**config.mk**
```make
export PLATFORM = sky130hd
export DESIGN_NAME = mb_rtu_rx
export DESIGN_NICKNAME = d
export VERILOG_FILES = /design/src/rtl/mb_rtu_rx.sv
export SDC_FILE = /design/constraint.sdc
export NUM_CORES = 1
export LEC_CHECK = 0
export CORE_UTILIZATION = 57
export DETAILED_ROUTE_END_ITERATION = 10
export PLACE_DENSITY = 0.86
export REMOVE_ABC_BUFFERS = 1
export SLEW_MARGIN = 20
export SYNTH_ARGS = -nofsm -noshare
export SYNTH_HDL_FRONTEND = slang
export SYNTH_SLANG_ARGS = --single-unit
```
**constraint.sdc**
```tcl
create_clock -name clk -period 2.8 [get_ports clk]
set_clock_uncertainty 0.15 [all_clocks]
set_input_delay 0.7 -clock clk [delete_from_list [all_inputs] [get_ports clk]]
set_output_delay 0.7 -clock clk [all_outputs]
set_load 0.05 [all_outputs]
```
**src/rtl/mb_rtu_rx.sv**
```systemverilog
`default_nettype none
// ============================================================================
// Module   : mb_rtu_rx
// Brief    : Modbus RTU master-side response receiver with T3.5 framing,
//            CRC-16 check and register word streaming.
// Revision : 1.0
// ============================================================================
module mb_rtu_rx #(
  parameter logic [15:0] T35_CYCLES = 16'd1750,
  parameter logic [7:0]  MAX_BCNT   = 8'd250
) (
  input  logic        clk,
  input  logic        rst_n,
  input  logic [7:0]  slave_addr,
  input  logic        rx_valid,
  input  logic [7:0]  rx_data,
  output logic        word_valid,
  output logic [15:0] word_data,
  output logic [6:0]  word_idx,
  output logic        frame_ok,
  output logic        frame_err,
  output logic [2:0]  err_code,
  output logic [7:0]  fun_out,
  output logic [7:0]  exc_code,
  output logic [7:0]  byte_cnt
);

  localparam logic [15:0] c_crc_init = 16'hFFFF;
  localparam logic [15:0] c_crc_poly = 16'hA001;

  // The address compare is folded into IDLE, so no separate ADDR_CHK cycle.
  typedef enum logic [3:0] {
    S_GAP    = 4'd0,
    S_IDLE   = 4'd1,
    S_FUNC   = 4'd2,
    S_BCNT   = 4'd3,
    S_DATA   = 4'd4,
    S_EXC    = 4'd5,
    S_CRC_LO = 4'd6,
    S_CRC_HI = 4'd7
  } state_t;

  function automatic logic [15:0] crc_step(input logic [15:0] crc, input logic [7:0] data);
    logic [15:0] c;
    c = crc ^ {8'h00, data};
    for (int i = 0; i < 8; i++) begin
      c = c[0] ? ((c >> 1) ^ c_crc_poly) : (c >> 1);
    end
    return c;
  endfunction

  state_t      r_state;
  logic [15:0] r_sil;
  logic [15:0] r_crc;
  logic [7:0]  r_crc_lo;
  logic [7:0]  r_hi;
  logic [7:0]  r_rem;
  logic [7:0]  r_bcnt;
  logic [7:0]  r_fun;
  logic [7:0]  r_exc;
  logic [6:0]  r_idx;
  logic        r_ph;
  logic        r_is_exc;

  logic        w_mid;
  logic        w_tmo;
  logic [15:0] w_crc_next;

  assign w_crc_next = crc_step((r_state == S_IDLE) ? c_crc_init : r_crc, rx_data);
  assign w_mid      = (r_state != S_GAP) && (r_state != S_IDLE);
  // Terminal count: the counter becomes T35_CYCLES on this edge unless a byte wins.
  assign w_tmo      = w_mid && !rx_valid && (r_sil == T35_CYCLES - 16'd1);

  always_ff @(posedge clk or negedge rst_n) begin
    if (!rst_n) begin
      r_state    <= S_GAP;
      r_sil      <= 16'd0;
      r_crc      <= c_crc_init;
      r_crc_lo   <= 8'd0;
      r_hi       <= 8'd0;
      r_rem      <= 8'd0;
      r_bcnt     <= 8'd0;
      r_fun      <= 8'd0;
      r_exc      <= 8'd0;
      r_idx      <= 7'd0;
      r_ph       <= 1'b0;
      r_is_exc   <= 1'b0;
      word_valid <= 1'b0;
      word_data  <= 16'd0;
      word_idx   <= 7'd0;
      frame_ok   <= 1'b0;
      frame_err  <= 1'b0;
      err_code   <= 3'd0;
      fun_out    <= 8'd0;
      exc_code   <= 8'd0;
      byte_cnt   <= 8'd0;
    end else begin
      word_valid <= 1'b0;
      frame_ok   <= 1'b0;
      frame_err  <= 1'b0;

      if (rx_valid) begin
        r_sil <= 16'd0;
      end else if (r_sil != T35_CYCLES) begin
        r_sil <= r_sil + 16'd1;
      end

      if (w_tmo) begin
        // Bus is already silent, so the next byte may start a frame at once.
        frame_err <= 1'b1;
        err_code  <= 3'd2;
        r_state   <= S_IDLE;
      end else begin
        case (r_state)
          S_GAP: begin
            if (!rx_valid && r_sil == T35_CYCLES) r_state <= S_IDLE;
          end
          S_IDLE: begin
            if (rx_valid) begin
              r_crc   <= w_crc_next;
              r_state <= (rx_data == slave_addr) ? S_FUNC : S_GAP;
            end
          end
          S_FUNC: begin
            if (rx_valid) begin
              r_crc <= w_crc_next;
              r_fun <= rx_data;
              case (rx_data)
                8'h03, 8'h04: begin
                  r_is_exc <= 1'b0;
                  r_state  <= S_BCNT;
                end
                8'h83, 8'h84: begin
                  r_is_exc <= 1'b1;
                  r_bcnt   <= 8'd0;
                  r_state  <= S_EXC;
                end
                default: begin
                  frame_err <= 1'b1;
                  err_code  <= 3'd3;
                  r_state   <= S_GAP;
                end
              endcase
            end
          end
          S_BCNT: begin
            if (rx_valid) begin
              r_crc <= w_crc_next;
              if (rx_data == 8'd0 || rx_data[0] || rx_data > MAX_BCNT) begin
                frame_err <= 1'b1;
                err_code  <= 3'd4;
                r_state   <= S_GAP;
              end else begin
                r_bcnt  <= rx_data;
                r_rem   <= rx_data;
                r_ph    <= 1'b0;
                r_idx   <= 7'd0;
                r_state <= S_DATA;
              end
            end
          end
          S_DATA: begin
            if (rx_valid) begin
              r_crc <= w_crc_next;
              r_ph  <= ~r_ph;
              r_rem <= r_rem - 8'd1;
              if (!r_ph) begin
                r_hi <= rx_data;
              end else begin
                word_valid <= 1'b1;
                word_data  <= {r_hi, rx_data};
                word_idx   <= r_idx;
                r_idx      <= r_idx + 7'd1;
              end
              if (r_rem == 8'd1) r_state <= S_CRC_LO;
            end
          end
          S_EXC: begin
            if (rx_valid) begin
              r_crc   <= w_crc_next;
              r_exc   <= rx_data;
              r_state <= S_CRC_LO;
            end
          end
          S_CRC_LO: begin
            if (rx_valid) begin
              r_crc_lo <= rx_data;
              r_state  <= S_CRC_HI;
            end
          end
          S_CRC_HI: begin
            if (rx_valid) begin
              r_state <= S_GAP;
              fun_out <= r_fun;
              if ({rx_data, r_crc_lo} != r_crc) begin
                frame_err <= 1'b1;
                err_code  <= 3'd1;
              end else if (r_is_exc) begin
                frame_err <= 1'b1;
                err_code  <= 3'd5;
                exc_code  <= r_exc;
              end else begin
                frame_ok <= 1'b1;
                byte_cnt <= r_bcnt;
              end
            end
          end
          default: r_state <= S_GAP;
        endcase
      end
    end
  end

endmodule
`default_nettype wire
```
---- After elaboration in Yosys (flattened, before gate mapping) ----
Cells that the tools add are included.
operators by class
  add/sub/neg operators ................... 3
  magnitude comparators ................... 1
  equality and inequality tests ........... 36
  mux-type cells .......................... 69
  bitwise operators ....................... 13
  reductions and logical operators ........ 34
operators by type and width
  cell                                                                        number
  16-bit two-way mux                                                          11
  4-bit two-way mux                                                           10
  8-bit two-way mux                                                           5
  3-bit inequality test (second input constant)                               11
  16-bit by 11-bit == test with 1-bit output (second input constant)          2
  4-bit one-hot mux with 8 select lines                                       1
  8-bit one-hot mux with 2 select lines                                       2
  7-bit two-way mux                                                           4
  3-bit two-way mux                                                           9
  2-bit inverter with 3-bit output                                            8
  1-bit two-way mux                                                           20
  16-bit by 1-bit adder with 16-bit output (second input constant)            1
  4-bit by 3-bit == test with 1-bit output (second input constant)            4
  8-bit == test (second input constant)                                       2
  16-bit by 11-bit inequality test with 1-bit output (second input constant)  1
  16-bit inequality test                                                      1
  16-bit by 8-bit bitwise XOR with 16-bit output                              1
  3-bit AND reduction                                                         5
  5-bit AND reduction                                                         3
  7-bit one-hot mux with 2 select lines                                       1
  2-bit inequality test (second input constant)                               6
  4-bit AND reduction                                                         3
  6-bit AND reduction                                                         2
  3-bit one-hot mux with 3 select lines                                       1
  other kinds (28)                                                            42
word-level totals
  flip-flop bits (word level) ............. 146
  bits of input ports ..................... 19
  output and inout bits ................... 53

---- Longest topological paths before layout ----
  depth after elaboration ................. 19
  mapped depth ............................ 8
  depth with buffers taken out ............ 7

---- Worst setup path after synthesis ----
No wires, ideal clock.
  kind .................................... input to register
  from .................................... in rx_data[7]
  to ...................................... reg byte_cnt[0]
  arrival ................................. 2,288 ps
  required time ........................... 2,522 ps
  path slack .............................. 234 ps
  cell stages on the path ................. 7
  buffers on the path ..................... 1
  cell sequence ........................... clkbuf_1 xnor2_1 nand4_1 nor4_1 nand2_1 nor2_4 mux2_1
between the ends
  word-level cells in the longest chain between the ends .. 3
RTL lines
  element                        RTL line  text
  from (decl)                    16        input logic [7:0] rx_data,
  16-bit inequality test         195       if ({rx_data, r_crc_lo} != r_crc) begin
  1-bit inverter (no line)       n/a
  5-bit AND reduction (no line)  n/a
  to (signal assigned)           204       byte_cnt <= r_bcnt;
  to (decl)                      25        output logic [7:0] byte_cnt
No other way between the ends.
A chain may end at the register's enable or synchronous reset.

---- Final worst setup path ----
  from .................................... in rx_data[6]
  to ...................................... reg byte_cnt[7]
Same word-level chain as after synthesis.

==> impl_metrics.tcl <==
set metrics [dict create \
    whs_ns 0.1064 \
    clk_latency_ns 0.43 \
    power_frac_clock_pct 23.7 \
    clk_pin_slew_worst_paths_ns 0.06 \
    avgSynthCellArea_um2 10.64 \
    clkSinkCount 145 \
    path_cells "clkdlybuf4s50_1 > xnor2_1 > nand4_1 > nor4_2 > buf_4 > nand2_1 > nor2_4 > mux2_1" \
    wl_um 16410 \
    ys_ff_latch 145 \
    netlist_instances 630 \
    area_growth_pct 27.68 \
    critPathBufInv 2 \
    yosys.area_share.simple_pct 16.00 \
    synth_edf_count 0 \
    dp.final_hpwl_um 11200 \
    critPathMaxStageDelay_ns 0.51 \
    p_leak_nw 3.910 \
    p_seq_share_pct 36.3 \
    rows 39 \
    p_sw_share_pct 36.54 \
    min_period_over_period_pct 97.73 \
    setup.worst_path.start_class "primary input" \
    placedCellCount 873 \
    drtPass1Iterations 5 \
    wl_met1_um 6454 \
    yosysSeqAreaShare_pct 54.43 \
    critical_path.top_delay_family "simple AND/OR/NAND/NOR gates" \
    r2r.worst_path.cells 7 \
    place_congestion 0.8456 \
    via_per_inst 5.830 \
    wl_met3_um 1058 \
    worstReg2RegEnd "r_crc[0]$_DFFE_PN1P_" \
    grt_max_degree 68 \
    synthMuxAreaShare_pct 9.894 \
    worstPathRequired_ns 2.96 \
    cts_made_buffers 17 \
    diodes 0 \
    ioPinCount 72 \
    die_w_um 110.4 \
    finalSetupViolCount 0 \
    initial_core_util_pct 58.70 \
    pwr-share-comb_pct 40.0 \
    synthArstFlopShare_pct 100.0 \
    grt_antenna_before_repair 0 \
    core_area_um2 11420 \
    synth_xor_area_share_pct 9.296 \
    layout-drive-gt1-share_pct 20.89 \
    max_freq_mhz 365.4 \
    synth_top_area_share_pct 48.16 \
    max_cap_viol_count 0 \
    port_buffers 71 \
    hold_viol_final 0 \
    synth_commonest_cells "dfrtp_1 (129), nand2_1 (114), nor2_1 (56), xnor2_1 (46), mux2_2 (41)" \
    htree_num_levels 4 \
    clockBufferDepth 2 \
    ir_drop_uv 1061 \
    die_area_um2 12200 \
    reg.largest.list "r_crc (16), r_sil (16), word_data (16)" \
    power.internal_mw 5.903 \
    post-route-util_pct 74.95 \
    drtAntennaViolNets 0 \
    design_area_um2 8558 \
    maxSlewHeadroom_pct 59.86 \
    r2r_start "r_state[2]$_DFFE_PN0P_" \
    period_minus_slack_ns 2.737 \
    layout.nets 774 \
    drt_iter0_drc 378 \
    die-height_um 110.4 \
    worst_slew_pin_slew_ns 0.6021 \
    finalMaxSlewViolations 0 \
    min_path_type "in2async" \
    status "finished, final reports clean" \
    synth.top_cells.by_area "dfrtp_1 (48%), mux2_2 (6.9%), nand2_1 (6.4%)" \
    final_cell_count_no_fill 904 \
    routed.top_layer "met4" \
    setup-tns-final_ns 0 \
    overflow 0 \
    synth_top_family_by_area "simple AND/OR/NAND/NOR gates" \
    worst-endpoint-arrival_ns 2.89 \
    place_area_um2 7949 \
    powerDensity_nw_per_um2 1087 \
    grt_util_all_layers_pct 28.62 \
    power.switching_mw 3.398 \
    synth_cell_types 54 \
    crit_type "in2reg" \
    synth_area_leader_cell "dfrtp_1" \
    ys.flop_type "dfrtp_1" \
    cpMaxStageDelayCell "clkdlybuf4s50_1" \
    r2r_slack_ns 0.34 \
    grt_pass1_vias 5506 \
    grt_pass1_wl_um 27390 \
    drc 0 \
    synth_adder_area_share_pct 1.120 \
    wl_met2_um 8295 \
    mappedNetlistArea_um2 6703 \
    ctsHoldBuffers 0 \
    yosysMostFrequentCell "dfrtp_1" \
    worstPathMaxFanout 9 \
    yosysWarnings 0 \
    rsz0062_at_grt "no" \
    cts-root-buf "clkbuf_16" \
    synth_compound_area_share_pct 7.000 \
    vias 5270 \
    wl_per_cell_um 18.15 \
    endpoint_kind "flip-flop" \
    cts_tree "built" \
]
==> worst reg2reg max path, delay by kind of cell, from the launching register on <==
| family | cells | cell delay, ns |
|---|---|---|
| and+or+nand+nor | 2 | 0.56 |
| xor gates and xnor gates | 4 | 1.11 |
| AOI/OAI and AO/OA | 1 | 0.15 |
| DFF | 1 | 0.41 |
==> worst max-delay path by stage <==
| stage | depth (start not counted) | startpoint | slack (ns) | to |
|---|---|---|---|---|
| after floorplan | 7 | r_state[2]$_DFFE_PN0P_ | 0.27 | r_crc[0]$_DFFE_PN1P_ |
| after detailed placement | 9 | rx_data[3] | -0.47 | r_idx[3]$_DFFE_PN0P_ |
| after global placement | 9 | rx_data[3] | -0.39 | r_idx[5]$_DFFE_PN0P_ |
| after CTS | 9 | rx_data[3] | 0.05 | r_idx[3]$_DFFE_PN0P_ |
| after global routing | 8 | rx_data[6] | 0.02 | byte_cnt[5]$_DFFE_PN0P_ |
| final | 8 | rx_data[6] | 0.06 | byte_cnt[7]$_DFFE_PN0P_ |
==> routing by layer <==
layer  global-route usage (%)  vias up
met1                    34.53     2607
li1                         -     2372
met3                    7.849       60
met2                    47.58      231
met4                    13.60        0
met5                        0        -
==> per-stage QoR <==
step | setup WS (ns) | power [mW]
global route | 0.01579 | 9.794
floorplan | 0.2744 | 5.784
CTS | 0.05048 | 9.315
global placement | -0.3872 | 6.839
detailed placement | -0.4703 | 7.029
finish | 0.06349 | 9.301
==> placed cells by master, fill, tap and decap left out, types with 17 or more instances in the layout <==
cell / n
dfrtp_1: 129
nand2_1: 114
clkdlybuf4s50_1: 69
nor2_1: 56
buf_4: 54
xnor2_1: 46
mux2_2: 41
o21ai_1: 21
o21ai_0: 17
mux2_1: 17
xor2_1: 17
clkbuf_16: 17
==> cell type report <==
class / count / area (um2)
Sequential cell: 145 / 3649
Fill cell: 716 / 2860
Inverter: 11 / 41.29
Multi-Input combinational cell: 446 / 2933
Clock inverter: 12 / 133.9
Clock buffer: 19 / 442.9
Tap cell: 143 / 178.9
Timing Repair Buffer: 128 / 1180
==> power groups by stage <==
stage	Clock [mW]	Sequential [mW]	Combinational, mW
after floorplan	0	3.84	1.95
final	2.21	3.37	3.72
after global routing	2.32	3.45	4.03
after global placement	0	3.32	3.52
after CTS	2.23	3.36	3.73
after detailed placement	0	3.37	3.66
==> cells by family after synthesis <==
logic type	Yosys count
flip-flops	145
adder cells (fa/ha/maj)	6
multiplexers	59
buffers and inverters	39
AND/OR/NAND/NOR	235
XOR/XNOR	67
AO/OA/AOI/OAI	79
==> what timing repair did <==
action,4_1_cts,5_1_grt
buffers inserted,0,0
cloned,0,0
setup endpoints to repair,8,9
pin swaps,0,1
resized for setup,2,4
Note: power is estimated with default switching activity, not from simulation.
